===== config.mk =====
export PLATFORM = sky130hd
export DESIGN_NAME = vend_ctrl_param
export DESIGN_NICKNAME = d
export VERILOG_FILES = /design/src/rtl/vend_ctrl_param.sv
export SDC_FILE = /design/constraint.sdc
export NUM_CORES = 1
export LEC_CHECK = 0
export BUFFER_PORTS_ARGS = -buffer_cell sky130_fd_sc_hd__buf_2
export CORE_UTILIZATION = 49
export DETAILED_ROUTE_END_ITERATION = 8
export PLACE_DENSITY = 0.78
export RECOVER_POWER = 100
export SETUP_SLACK_MARGIN = 0.15
export SYNTH_ARGS = -nofsm -noshare
export SYNTH_HDL_FRONTEND = slang
export SYNTH_SLANG_ARGS = --single-unit

===== constraint.sdc =====
create_clock -name clk -period 2.41 [get_ports clk]
set_clock_uncertainty 0.2 [all_clocks]
set_input_delay 0.3615 -clock clk [delete_from_list [all_inputs] [get_ports clk]]
set_output_delay 0.3615 -clock clk [all_outputs]
set_load 0.02 [all_outputs]

===== src/rtl/vend_ctrl_param.sv =====
// Parametrised vending controller: credit accumulator in 50c units, programmable price,
// unit-per-cycle change return, overflow coin rejection, inactivity refund and stock tracking.
module vend_ctrl_param #(
  parameter int unsigned CREDIT_W   = 4,
  parameter int unsigned PRICE      = 2,
  parameter int unsigned MAX_CREDIT = 4,
  parameter int unsigned TIMEOUT    = 16,
  parameter int unsigned STOCK_W    = 4,
  parameter int unsigned STOCK_MAX  = 10
) (
  input  logic                clk,
  input  logic                rst,
  input  logic                fifty,
  input  logic                dollar,
  input  logic                cancel,
  input  logic                refill,
  output logic                insert_coin,
  output logic                dispense,
  output logic                money_return,
  output logic                coin_reject,
  output logic                sold_out,
  output logic [1:0]          st,
  output logic [CREDIT_W-1:0] credit,
  output logic [STOCK_W-1:0]  stock
);

  localparam int unsigned SUM_W = CREDIT_W + 1;
  localparam int unsigned CNT_W = (TIMEOUT > 2) ? $clog2(TIMEOUT) : 1;

  typedef enum logic [1:0] {
    IDLE    = 2'b00,
    COLLECT = 2'b01,
    VEND    = 2'b10,
    CHANGE  = 2'b11
  } state_t;

  state_t              state, state_nx;
  logic [CREDIT_W-1:0] credit_nx;
  logic [STOCK_W-1:0]  stock_nx;
  logic [CNT_W-1:0]    cnt, cnt_nx;
  logic                reject_nx;

  logic                coin_any;
  logic                coin_both;
  logic [SUM_W-1:0]    sum;
  logic                accept;
  logic                reach_price;

  // Coin evaluation: a dollar wins over a simultaneous fifty, which is always rejected.
  assign coin_any    = fifty | dollar;
  assign coin_both   = fifty & dollar;
  assign sum         = SUM_W'(credit) + (dollar ? SUM_W'(2) : SUM_W'(1));
  assign accept      = coin_any && !sold_out && (sum <= SUM_W'(MAX_CREDIT));
  assign reach_price = sum >= SUM_W'(PRICE);

  always_ff @(posedge clk or negedge rst) begin
    if (!rst) begin
      state       <= IDLE;
      credit      <= '0;
      stock       <= STOCK_W'(STOCK_MAX);
      cnt         <= '0;
      coin_reject <= 1'b0;
    end else begin
      state       <= state_nx;
      credit      <= credit_nx;
      stock       <= stock_nx;
      cnt         <= cnt_nx;
      coin_reject <= reject_nx;
    end
  end

  always_comb begin
    state_nx  = state;
    credit_nx = credit;
    stock_nx  = stock;
    cnt_nx    = cnt;
    reject_nx = 1'b0;
    case (state)
      IDLE: begin
        if (refill) stock_nx = STOCK_W'(STOCK_MAX);
        reject_nx = coin_both | (coin_any & ~accept);
        if (accept) begin
          credit_nx = CREDIT_W'(sum);
          cnt_nx    = '0;
          state_nx  = reach_price ? VEND : COLLECT;
        end
      end
      COLLECT: begin
        if (cancel) begin
          state_nx  = CHANGE;
          reject_nx = coin_any;
        end else if (accept) begin
          credit_nx = CREDIT_W'(sum);
          cnt_nx    = '0;
          reject_nx = coin_both;
          if (reach_price) state_nx = VEND;
        end else begin
          reject_nx = coin_any;
          if (cnt == CNT_W'(TIMEOUT - 1)) state_nx = CHANGE;
          else cnt_nx = cnt + CNT_W'(1);
        end
      end
      VEND: begin
        reject_nx = coin_any;
        credit_nx = credit - CREDIT_W'(PRICE);
        stock_nx  = stock - STOCK_W'(1);
        state_nx  = (credit > CREDIT_W'(PRICE)) ? CHANGE : IDLE;
      end
      CHANGE: begin
        reject_nx = coin_any;
        credit_nx = credit - CREDIT_W'(1);
        if (credit <= CREDIT_W'(1)) state_nx = IDLE;
      end
      default: state_nx = IDLE;
    endcase
  end

  assign st           = state;
  assign insert_coin  = (state == COLLECT);
  assign dispense     = (state == VEND);
  assign money_return = (state == CHANGE);
  assign sold_out     = (stock == '0);

endmodule


==> impl_metrics.ini <==
[clocking]
cts_tree = done
htreeDepth = 1
cts_made_buffers = 3
clk_pin_slew_ns = 0.10
clock_path_buffers = 2
cts.sinks = 15
ctsRootBufferMaster = clkbuf_4
clkLatencyLatePin_ns = 0.30

[yosys]
syn_avg_cell_area_um2 = 8.890
yosysWarningCount = 0
syn-num-nets = 150
ys.flop_type = dfrtp_1
seq_area_frac_synth_pct = 31.96
synth_cells = 133
synth_seq_cells = 15
async_flop_share_pct = 100.0
synth-edff-count = 0
synth.distinct_cells = 47
netlist_area_um2 = 1182

[layout]
area_delta_synth_final_pct = 35.66
final_nets = 195
final_cells = 205
layout-drive-gt1-share_pct = 36.72
final_util_pct = 71.82
antenna_cells = 0

[worst_setup_path]
critPathMaxFanout = 7
crit_slowest_cell = fa_2
path_class = flop to flop
cp.required_ns = 2.45
cp-start-kind = flop
arrival_ns = 2.52
crit_chain = ha_4, inv_2, fa_2, nand2b_4, a211oi_4, buf_6, nand4_4, a221o_1, a21oi_2
max_stage_delay_ns = 0.55
end_kind = flop

[placement]
dp.cells = 192
io_buffers = 20
dpl.hpwl_mm = 2.231
gp_congestion = 0.8826

[die]
die_y_um = 51.12
core_um2 = 2233
initial_core_util_pct = 52.94
die_area_um2 = 2613
rows = 17
pin_count = 21
die_width_um = 51.12

[sta]
max_freq_ghz = 0.4022
fin_crit_sh_pct = 103.2
finalHoldViolations = 0
final_max_slew_viol_count = 0
period_minus_slack_ns = 2.487
finalSetupViolCount = 4
rsz0062_at_grt = true
tns_ns = -0.1534
setup_slack_ns = -0.07655
slew_headroom_pct = 45.92
worst_pin_slew_ns = 0.8111

[flow_run]
maxCapViolations = 0

[drt]
via_count = 1256
drc_errors = 0
post_drt_wl_per_cell_um = 16.54
drtPass1Iterations = 4
vias_per_cell = 6.127
wl_mm = 3.390
drt_iter0_drc = 45
postRouteAntennaNets = 0

[global_routing]
first_global_vias = 1104
met3_usage_pct = 4.762
grt_use_total_pct = 26.18
met2_usage_pct = 42.98
grt_pass1_wl_mm = 5.023
overflow = 0
top_usage_layer = met2
antenna_found_initial = 0
use_met1_pct = 33.64
grt_max_degree = 16

[outcome]
outcome = complete, but fails checks
violations = setup timing

[power]
vdd_drop_max_uv = 864.8
p_leak_nw = 0.7054
power-per-cell-area_nw_per_um2 = 1674

[min_path]
min_path_type = input pin to flop
[per-stage QoR]
step           instance area [um2]  total power, W  hold slack [ns]  setup WS [ns]
2_1_floorplan                 1222        0.001666          -0.1341        -0.1294
3_3_place_gp                  1448        0.002122          0.08502        -0.1866
3_5_place_dp                  1448        0.002181          0.09050        -0.2874
4_1_cts                       1505        0.002372          0.09867       -0.08624
5_1_grt                       1604        0.002877           0.1596        -0.1303
6_report                      1604        0.002685           0.1554       -0.07655
[placed cells by master (no fill, tap or decap), types with 2 or more instances in the layout]
| cell type | Yosys | layout |
|---|---|---|
| buf_6 | 1 | 2 |
| a21oi_1 | 6 | 4 |
| a22oi_1 | 2 | 2 |
| nor2_1 | 9 | 9 |
| o21ai_0 | 13 | 9 |
| nand3_1 | 7 | 6 |
| clkbuf_4 | 0 | 3 |
| buf_4 | 1 | 20 |
| a21oi_2 | 0 | 2 |
| or2_4 | 1 | 2 |
| mux2i_1 | 2 | 2 |
| nand2_1 | 9 | 8 |
| clkbuf_1 | 3 | 14 |
| o21ai_1 | 0 | 4 |
| buf_2 | 0 | 8 |
| dfrtp_2 | 0 | 2 |
| mux2_2 | 2 | 2 |
| a32o_1 | 2 | 2 |
| dfstp_2 | 2 | 2 |
| nor3b_2 | 1 | 2 |
| ha_1 | 10 | 9 |
| inv_1 | 12 | 10 |
| dfrtp_1 | 13 | 11 |
| nand4_1 | 3 | 3 |
| a31oi_1 | 6 | 4 |
[kinds of logic after synthesis]
kind of cell / Yosys count / share of synthesized area (%)
compound gates: 46 / 27.73
xor+xnor: 2 / 1.482
fa+ha+maj: 11 / 12.28
buf+inv: 18 / 6.666
flops: 15 / 31.96
mux: 4 / 3.598
simple gates: 37 / 16.30
[final timing paths]
path / startpoint / end / depth (start not counted) / slack, ns
max: credit[0] / st[0] / 9 / -0.08
min: fifty / coin_reject / 3 / 0.16
max reg2reg: credit[0] / st[0] / 9 / -0.08
min reg2reg: stock[3] / stock[3] / 2 / 0.32
max in group asynchronous: rst / credit[0] / 2 / 0.99
min in group asynchronous: rst / cnt[1] / 2 / 0.46
[power by group]
part           switching (W)  total [W]  internal, W  leakage [nW]
registers           0.000162   0.000545     0.000383         0.178
clock network      0.0000898   0.000152    0.0000619        0.0177
logic                0.00108    0.00199     0.000909         0.510
[state kept, by name, summed over array words and instances (netlist names)]
name / flops
cnt: 4
coin_reject: 1
credit: 4
st: 2
stock: 4
[what timing repair did]
| action | in CTS | in global routing |
|---|---|---|
| gates resized for setup | 2 | 15 |
| hold buffers | 1 | 0 |
| endpoints found under the hold margin | 13 | 0 |
| buffers inserted | 2 | 6 |
| endpoints found under the setup margin | 11 | 11 |
| pin swaps | 1 | 8 |
| cloned | 0 | 0 |
[per-layer routing]
layer / routed length [um] / vias up / part of all wire [%]
met5: 0 / - / 0
met4: 123 / 0 / 3.6
met3: 270 / 14 / 8.0
met2: 1595 / 69 / 47
met1: 1402 / 604 / 41
li1: - / 569 / -
[critical path, delay by kind of cell, from the launching register on]
family | cells | cell delay, ns
AO/OA/AOI/OAI | 3 | 0.79
adder cells (fa/ha/maj) | 2 | 0.68
buffers and inverters | 2 | 0.20
flip-flops | 1 | 0.39
AND/OR/NAND/NOR | 2 | 0.15
[cell type report]
type	count	area, um2
clock inverter	1	5.005
multi-input combinational	100	833.3
timing repair buffer	45	275.3
inverter	13	52.55
sequential	15	380.4
clock buffer	3	22.52
fill	180	629.4
tap	28	35.03
[synthesized netlist by cell type (2+ instances only)]
library cell / n / area [um2]
a21boi_0: 2 / 15.01
a21oi_1: 6 / 30.03
a22oi_1: 2 / 15.01
a31oi_1: 6 / 37.54
a32o_1: 2 / 20.02
clkbuf_1: 3 / 11.26
dfrtp_1: 13 / 325.3
dfstp_2: 2 / 52.55
ha_1: 10 / 125.1
inv_1: 12 / 45.04
mux2_2: 2 / 22.52
mux2i_1: 2 / 20.02
nand2_1: 9 / 33.78
nand3_1: 7 / 35.03
nand4_1: 3 / 18.77
nor2_1: 9 / 33.78
o21ai_0: 13 / 65.06
Power figures use the tool's default switching activity.
